File: src/rtl/alarm_pkg.sv
`default_nettype none
// ============================================================================
// Module  : alarm_pkg
// Brief   : Shared field offsets and FSM state encoding for the alarm trigger.
// Revision: 1.0
// ============================================================================
package alarm_pkg;

    localparam int ON_BIT  = 15;
    localparam int DAY_HI  = 14;
    localparam int DAY_LO  = 12;
    localparam int HOUR_HI = 11;
    localparam int HOUR_LO = 7;
    localparam int MT_HI   = 6;
    localparam int MT_LO   = 4;
    localparam int MO_HI   = 3;
    localparam int MO_LO   = 0;

    typedef enum logic [1:0] {
        IDLE    = 2'd0,
        RINGING = 2'd1,
        SNOOZE  = 2'd2
    } alarm_state_t;

endpackage
`default_nettype wire

File: src/rtl/rise_detect_module.sv
`default_nettype none
// ============================================================================
// Module  : rise_detect_module
// Brief   : Registered-history rising-edge detector with a selectable reset value.
// Revision: 1.0
// ============================================================================
module rise_detect_module #(
    parameter logic RESET_VAL = 1'b0
) (
    input  logic clk,
    input  logic rst_n,
    input  logic din,
    output logic pulse
);

    logic din_d;

    // A reset value of 1 masks an input that is already high when reset releases
    always_ff @(posedge clk or negedge rst_n) begin
        if (!rst_n) begin
            din_d <= RESET_VAL;
        end else begin
            din_d <= din;
        end
    end

    assign pulse = din & ~din_d;

endmodule
`default_nettype wire

File: src/rtl/alarm_trigger_module.sv
`default_nettype none
// ============================================================================
// Module  : alarm_trigger_module
// Brief   : Alarm match detection, ringing, snooze and auto-stop control.
// Revision: 1.0
// ============================================================================
module alarm_trigger_module #(
    parameter int SNOOZE_MIN   = 5,
    parameter int MAX_SNOOZE   = 3,
    parameter int RING_SEC     = 60,
    parameter int DAY_MATCH_EN = 1
) (
    input  logic        CLK,
    input  logic        CLEAR_N,
    input  logic [15:0] STO,
    input  logic [14:0] CTI,
    input  logic        TICK_SEC,
    input  logic        TICK_MIN,
    input  logic        SNOOZE,
    input  logic        STOP,
    output logic        BUZZ,
    output logic        SNOOZING,
    output logic [2:0]  SNOOZE_CNT,
    output logic        MISSED
);

    import alarm_pkg::*;

    localparam logic [3:0] SNZ_LOAD  = 4'(SNOOZE_MIN);
    localparam logic [2:0] SNZ_LIMIT = 3'(MAX_SNOOZE);
    localparam logic [7:0] RING_LAST = 8'(RING_SEC - 1);

    logic match;
    logic day_ok;
    logic fire;
    logic snz_p;
    logic stop_p;
    logic armed;

    alarm_state_t state;
    alarm_state_t state_nxt;
    logic [7:0]   ring_cnt;
    logic [7:0]   ring_cnt_nxt;
    logic [3:0]   snz_timer;
    logic [3:0]   snz_timer_nxt;
    logic [2:0]   snz_cnt_nxt;
    logic         missed_nxt;

    assign armed  = STO[ON_BIT];
    assign day_ok = (DAY_MATCH_EN == 0) || (CTI[DAY_HI:DAY_LO] == STO[DAY_HI:DAY_LO]);
    assign match  = armed && (CTI[HOUR_HI:MO_LO] == STO[HOUR_HI:MO_LO]) && day_ok;

    rise_detect_module #(.RESET_VAL(1'b1)) u_match_rise (
        .clk   (CLK),
        .rst_n (CLEAR_N),
        .din   (match),
        .pulse (fire)
    );

    rise_detect_module #(.RESET_VAL(1'b1)) u_snooze_rise (
        .clk   (CLK),
        .rst_n (CLEAR_N),
        .din   (SNOOZE),
        .pulse (snz_p)
    );

    rise_detect_module #(.RESET_VAL(1'b1)) u_stop_rise (
        .clk   (CLK),
        .rst_n (CLEAR_N),
        .din   (STOP),
        .pulse (stop_p)
    );

    // Outputs are registered from the next-state decode so they track state exactly
    always_ff @(posedge CLK or negedge CLEAR_N) begin
        if (!CLEAR_N) begin
            state      <= IDLE;
            ring_cnt   <= 8'd0;
            snz_timer  <= 4'd0;
            SNOOZE_CNT <= 3'd0;
            BUZZ       <= 1'b0;
            SNOOZING   <= 1'b0;
            MISSED     <= 1'b0;
        end else begin
            state      <= state_nxt;
            ring_cnt   <= ring_cnt_nxt;
            snz_timer  <= snz_timer_nxt;
            SNOOZE_CNT <= snz_cnt_nxt;
            BUZZ       <= (state_nxt == RINGING);
            SNOOZING   <= (state_nxt == alarm_pkg::SNOOZE);
            MISSED     <= missed_nxt;
        end
    end

    always_comb begin
        state_nxt     = state;
        ring_cnt_nxt  = ring_cnt;
        snz_timer_nxt = snz_timer;
        snz_cnt_nxt   = SNOOZE_CNT;
        missed_nxt    = 1'b0;
        case (state)
            IDLE: begin
                if (fire) begin
                    state_nxt    = RINGING;
                    ring_cnt_nxt = 8'd0;
                    snz_cnt_nxt  = 3'd0;
                end
            end
            RINGING: begin
                if (!armed || stop_p) begin
                    state_nxt = IDLE;
                end else if (snz_p && (SNOOZE_CNT < SNZ_LIMIT)) begin
                    state_nxt     = alarm_pkg::SNOOZE;
                    snz_timer_nxt = SNZ_LOAD;
                    snz_cnt_nxt   = SNOOZE_CNT + 3'd1;
                end else if (TICK_SEC) begin
                    if (ring_cnt == RING_LAST) begin
                        state_nxt  = IDLE;
                        missed_nxt = 1'b1;
                    end else begin
                        ring_cnt_nxt = ring_cnt + 8'd1;
                    end
                end
            end
            alarm_pkg::SNOOZE: begin
                if (!armed || stop_p) begin
                    state_nxt = IDLE;
                end else if (TICK_MIN) begin
                    if (snz_timer == 4'd1) begin
                        state_nxt    = RINGING;
                        ring_cnt_nxt = 8'd0;
                    end else begin
                        snz_timer_nxt = snz_timer - 4'd1;
                    end
                end
            end
            default: begin
                state_nxt = IDLE;
            end
        endcase
    end

endmodule
`default_nettype wire

File: config.mk
export PLATFORM = sky130hd
export DESIGN_NAME = alarm_trigger_module
export DESIGN_NICKNAME = d
export VERILOG_FILES = /design/src/rtl/alarm_pkg.sv /design/src/rtl/rise_detect_module.sv /design/src/rtl/alarm_trigger_module.sv
export SDC_FILE = /design/constraint.sdc
export NUM_CORES = 1
export LEC_CHECK = 0
export ABC_AREA = 1
export CORE_UTILIZATION = 49
export DETAILED_ROUTE_END_ITERATION = 8
export GPL_ROUTABILITY_DRIVEN = 0
export PLACE_DENSITY = 0.88
export SLEW_MARGIN = 25
export SYNTH_ARGS = -nofsm -noshare
export SYNTH_HDL_FRONTEND = slang
export SYNTH_HIERARCHICAL = 1
export SYNTH_SLANG_ARGS = --single-unit
File: constraint.sdc
create_clock -name CLK -period 1.6 [get_ports CLK]
set_input_delay 0.32 -clock CLK [delete_from_list [all_inputs] [get_ports CLK]]
set_output_delay 0.32 -clock CLK [all_outputs]
set_load 0.01 [all_outputs]
==> metrics.txt, run 1 <==
final setup fails 13; CP Data Arrival Time approximately 2 ns; hold_ws between 0.3 and 0.4 ns; slowest CP cell nor2_2; drt initial violations between 50 and 60; VDD IR max 0.510 mV; vias per inst 4.84; post-route cell area approximately 2300 um2; crit-path max FO 8; fmax between 500 and 600 MHz; post-detail-place hpwl 2640 um; Setup WS post-layout -0.226 ns; DR pass1 iterations 4; DIE WIDTH ~60 um; GRT Overall Usage 0.229; CTS tree done; Power Dens Cells a little under 800 nW/um2; Critical Path Max Stage Delay approximately 0.20 ns; clock buffer depth 2; hold buffer count at CTS 0; H-tree depth 1; flops & latches, synth 23; n_diodes 0; register area share after synthesis 0.355; routed len/inst about 12 um; Lkg Pwr around 1.2 nW; vias in the first global route between 1500 and 2000; library cells used by synthesis 34; met1 GRT Util 0.239; Worst Skew 0.000996 ns; Post-synth EDFFs 0; Cell Area, Synth 1630 um2; Yosys Warn Count 6; Final Power about 0.0018 W; Die Ht between 50 and 60 um; Crit. End Element register; GRT busiest layer met2; die area around 3600 um2; crit path launch type input pin; pin count of the biggest net entering global routing 24; Clock Latency Late Sink roughly 0.31 ns; Initial Util 0.525; gr ovfl total 0; failing checks negative setup slack; Main synth FF type dfrtp_1; clock sinks 23; Final ANT Viol Nets 0; Setup Crit Path Kind in -> reg; share of cells above drive strength 1 0.345; first-pass GRT wire length around 6200 um; final setup TNS -2.08 ns; # IOs between 40 and 50; Post-synth ARST share 1.00; final hold violation count 0; R2R setup slack 0.04 ns; dpl cell area 2190 um2; Final Util 0.749; worst hold path type in -> async; GRT met2 Usage 0.449; input/output buffers 42; Num CTS Buffers 3; routed vias around 1600; Synth-to-Final Area Change 42.5%; nets about 320; Top cell by count, worst path nand2_1; DRC Markers 0; initial antenna violation count 0; Site Rows 20; net count after synthesis roughly 250; max-cap check violation count 0; status complete, but fails checks; Core ar. just over 3000 um2; RSZ-0062 raised after global routing yes; grt met3 use 0.0411; Critical Path RT between 1.5 and 2 ns; Mapped Cells roughly 210; Tcrit/Tclk final 1.14; pins over their slew limit 0; Reg clk slew, reported paths roughly 0.12 ns; Clock Tree Root clkbuf_4; cell-by-cell trace of the critical path clkdlybuf4s15_1 -> xor2_1 -> nor3_2 -> nand2_1 -> nor2_2 -> inv_2 -> nor2_2 -> nand3b_1 -> nand3_2 -> nor2_4 -> nand3b_4 -> nand2_1 -> nand2_1; Slew headroom 0.804; Final min period ~1.8 ns; synthesized area per cell 7.65 um2; Worst Tran Pin Value just under 0.3 ns; final wirelength 3900 um
-- flip-flops by register name, indices dropped and copies added (netlist names) --
name	cells
snz_timer	4
SNOOZE_CNT	3
u_stop_rise/din_d	1
MISSED	1
u_match_rise/din_d	1
state	2
SNOOZING	1
u_snooze_rise/din_d	1
BUZZ	1
ring_cnt	8
-- logic make-up (layout without fill, tap and decap cells) --
| kind of cell | Yosys count | count (layout) | share of synthesized area |
|---|---|---|---|
| simple gates | 129 | 129 | 0.402 |
| buf+inv | 29 | 97 | 0.0760 |
| flops | 23 | 23 | 0.355 |
| compound gates | 16 | 16 | 0.0714 |
| xor+xnor | 12 | 12 | 0.0645 |
| fa+ha+maj | 4 | 4 | 0.0307 |
-- power by group --
group | total [W] | internal, W | leakage (nW) | switching, W
Combinational | 0.000806 | 0.000354 | 0.843 | 0.000452
Clock | 0.000269 | 0.0000972 | 0.0150 | 0.000172
Sequential | 0.000720 | 0.000662 | 0.303 | 0.0000580
Total | 0.00180 | 0.00111 | 1.16 | 0.000682
-- timing repair --
action | in CTS | in global routing
setup buffers | 11 | 0
pin swaps | 33 | 19
cloned | 0 | 0
endpoints found under the setup margin | 16 | 14
gates resized for setup | 94 | 23
-- worst max-delay path: cells and delay by family --
family / cells / cell delay [ns]
AND/OR/NAND/NOR: 10 / 1.30
buffers and inverters: 2 / 0.23
XOR/XNOR: 1 / 0.18
-- placed cells by master (no fill, tap or decap), types with 3 or more instances in the layout --
| cell | n |
|---|---|
| nand2_4 | 4 |
| nand2_1 | 57 |
| dfstp_2 | 3 |
| clkdlybuf4s15_1 | 12 |
| buf_4 | 21 |
| o21ai_1 | 5 |
| clkbuf_4 | 3 |
| inv_1 | 18 |
| inv_2 | 8 |
| ha_1 | 4 |
| nor2_4 | 3 |
| nand3_1 | 19 |
| xor2_1 | 9 |
| o21ai_2 | 4 |
| nor2_2 | 7 |
| buf_6 | 9 |
| buf_2 | 7 |
| nor2_1 | 18 |
| clkdlybuf4s50_1 | 11 |
| nand2_2 | 8 |
| dfrtp_1 | 20 |
-- final timing paths --
check / startpoint / endpoint / cells past startpoint
setup / recovery: CTI[12] / ring_cnt[4] / 13
hold reg to reg: snz_timer[1] / snz_timer[1] / 2
max in group asynchronous: CLEAR_N / u_match_rise/din_d / 2
min in group CLK: STOP / u_stop_rise/din_d / 1
setup reg to reg: u_stop_rise/din_d / ring_cnt[4] / 9
hold / removal: CLEAR_N / SNOOZE_CNT[1] / 2
-- area by class of cell --
type,count,area [um2]
multi-input cells,161,987
fillers,227,779
flip-flops and latches,23,579
repair buffers,65,563
inverters,28,113
well taps,44,55.1
clock buffers,4,26.3
-- synth_stat cells, types with 4 or more instances --
master,instances,area share
nand2_1,62,0.14
inv_1,23,0.053
nor2_1,21,0.048
dfrtp_1,20,0.31
nand3_1,19,0.058
xor2_1,9,0.048
ha_1,4,0.031
nand2_4,4,0.028
nor2_2,4,0.015
o21ai_0,4,0.012
o21ai_2,4,0.021
-- per-layer routing --
layer	up-vias	share of wire	wire, um
met5	-	0	0
met4	0	0.012	45
met3	6	0.045	177
met2	49	0.53	2080
met1	711	0.41	1600
li1	808	-	-
-- stage by stage --
step / std cells / setup slack [ns]
after floorplan: 213 / -0.252
after global placement: 310 / -0.684
after detailed placement: 310 / -0.757
after CTS: 325 / -0.0614
after global routing: 325 / -0.323
final: 325 / -0.226
Note: power is estimated with default switching activity, not from simulation.
==> run 2: changes to the inputs <==
Settings changed: CORE_UTILIZATION 49 to 24, PLACE_DENSITY 0.88 to 0.52.
==> run 2 against run 1 <==
Net effect: the flow still finishes with violations (negative setup slack); critical endpoint is now ring_cnt[3]; clock-buffer cell count is 1 lower; non-clock buffer count increased by 1; utilization decreased by 38 points; sequential cell count did not move; cell area up 2.5%; clock power rose by 39%; sequential share of layout area down 0.62 points; cell count is 10% higher; clock skew grew 0.00081 ns; sequential power barely moved; maximum frequency rose by 8.7%.
==> metrics.txt, run 2 (synthesis gave the netlist of run 1 again) <==
Power Internal 0.00120 W (+8.2%); reg-to-reg startpoint ring_cnt[0]; final wirelength 3710 um (-4.9%); Reg power frac 0.381 (-0.020); initial antenna violation count 0 (unchanged); input/output buffers 42 (unchanged); nets 324 (+0.31%); Final ANT Viol Nets 0 (unchanged); register name with the most flops ring_cnt; Synth-to-Final Area Change 46.1%; Largest regs ring_cnt (8), snz_timer (4), SNOOZE_CNT (3); Crit. End Element register; gr ovfl total 0 (unchanged); clock sinks 23 (unchanged); most common cell after layout, fill and taps aside nand2_1; VDD IR max 0.362 mV (-29%); Core ar. 6460 um2 (+110%); DRC Markers 0 (unchanged); crit path launch type input pin; final hold violation count 0 (unchanged); Site Rows 29 (+45%); Worst R2R Path Depth 8 (-1); fmax 595 MHz (+8.7%); # IOs 43 (unchanged); Clock Tree Root clkbuf_8; hold buffer count at CTS 0 (unchanged); vias per inst 4.22 (-13%); routed len/inst 10.3 um (-14%); max-cap check violation count 0 (unchanged); vias in the first global route 1503 (-3.8%); Inst Count DP 344 (+11%); Reg clk slew, reported paths 0.09 ns (-0.03 ns); Initial Util 0.252 (-0.273); die area 7130 um2 (+100%); Worst Skew 0.00181 ns (+0.000810 ns); Final min period 1.68 ns (-0.147 ns); Lkg Pwr 1.18 nW (+1.3%); Tcrit/Tclk final 1.05 (-0.0916); status complete, but fails checks; Setup WS post-layout -0.0794 ns (+0.147 ns); pin count of the biggest net entering global routing 24 (unchanged); Clock Latency Late Sink 0.27 ns (-0.04 ns); share of cells above drive strength 1 0.372 (+0.0271); crit-path max FO 8 (unchanged); sw frac 0.365 (-0.0150); R2R setup slack 0.09 ns (+0.05 ns); first-pass GRT wire length 6640 um (+7.0%); switching power total 0.000693 W (+1.5%); GRT Overall Usage 0.116 (-0.113); max reg flops 8 (unchanged); clock buffer depth 2 (unchanged); pins over their slew limit 0 (unchanged); final setup fails 11 (-2); Worst R2R End ring_cnt[5]; routed vias 1514 (-3.8%); filler-free cell count of the finished design 359 (+10%); CTS tree done; Die Ht 84.4 um (+41%); clock share of power 0.198 (+0.048); H-tree depth 1 (unchanged); Comb power frac 0.422 (-0.027); hold_ws 0.417 ns (+0.0723 ns); Critical Path RT 1.77 ns (-0.04 ns); drt initial violations 57 (+12%); DR pass1 iterations 4 (unchanged); Worst Tran Pin Value 0.311 ns (+0.0181 ns); Power Dens Cells 796 nW/um2 (+3.1%); Slew headroom 0.792 (-0.0121); worst hold path type in -> async; CP Data Arrival Time 1.85 ns (-0.18 ns); Final Util 0.369 (-0.380); DIE WIDTH 84.4 um (+41%); Setup Crit Path Kind in -> reg; most frequent cells in the layout nand2_1 (58), buf_4 (22), dfrtp_1 (20); Num CTS Buffers 3 (unchanged); failing checks negative setup slack; RSZ-0062 raised after global routing yes; post-detail-place hpwl 2760 um (+4.8%); n_diodes 0 (unchanged)
-- run 2: metal layers --
layer / vias to the layer above / track usage / part of all wire
met4: 0 / 0.0277 / 0.0092
li1: 807 / - / -
met5: - / 0 / 0
met1: 665 / 0.149 / 0.48
met3: 2 / 0.0403 / 0.067
met2: 40 / 0.187 / 0.44
-- run 2: what timing repair did --
item	4_1_cts	5_1_grt
resized for setup	79	40
buffers inserted	8	4
setup endpoints to repair	13	16
pin swaps	39	28
-- run 2: power groups by stage --
stage	clock network [W]	logic, W	registers [W]
6_report	0.000375	0.000800	0.000722
5_1_grt	0.000425	0.000900	0.000733
4_1_cts	0.000398	0.000733	0.000729
3_5_place_dp	0	0.000753	0.000737
3_3_place_gp	0	0.000748	0.000736
2_1_floorplan	0	0.000469	0.000735
-- run 2: final cells by class --
type	count	area, um2
fill	697	4080
multi-input combinational	161	995
sequential	23	579
timing repair buffer	66	553
inverter	28	113
tap	77	96.3
clock buffer	3	41.3
clock inverter	1	5.00
-- run 2: worst max-delay path by stage --
stage / from / end / cells past startpoint
after floorplan: STO[10] / ring_cnt[0] / 13
after global placement: CTI[6] / ring_cnt[5] / 14
after detailed placement: CTI[6] / ring_cnt[5] / 14
after CTS: CTI[10] / ring_cnt[2] / 14
after global routing: STO[1] / ring_cnt[2] / 14
final: CTI[10] / ring_cnt[3] / 14
-- run 2: stage by stage --
stage	area, um2	total power (W)	setup slack, ns	TNS, ns
6_report	2380	0.00190	-0.0794	-0.687
5_1_grt	2380	0.00206	-0.233	-2.69
4_1_cts	2290	0.00186	-0.0812	-0.764
3_5_place_dp	2250	0.00149	-0.733	-10.01
3_3_place_gp	2250	0.00148	-0.717	-9.94
2_1_floorplan	1630	0.00120	-0.252	-2.37
-- run 2: critical path, stage by stage --
cell,delay (ns)
buf_6,0.09
xor2_1,0.14
or2_4,0.22
nor2_2,0.09
nand2_1,0.07
nor2_2,0.12
inv_1,0.05
nor2_2,0.06
nand3b_1,0.13
nand3_2,0.09
nor2_4,0.16
nand3b_4,0.15
nand2_1,0.10
nand2_1,0.04
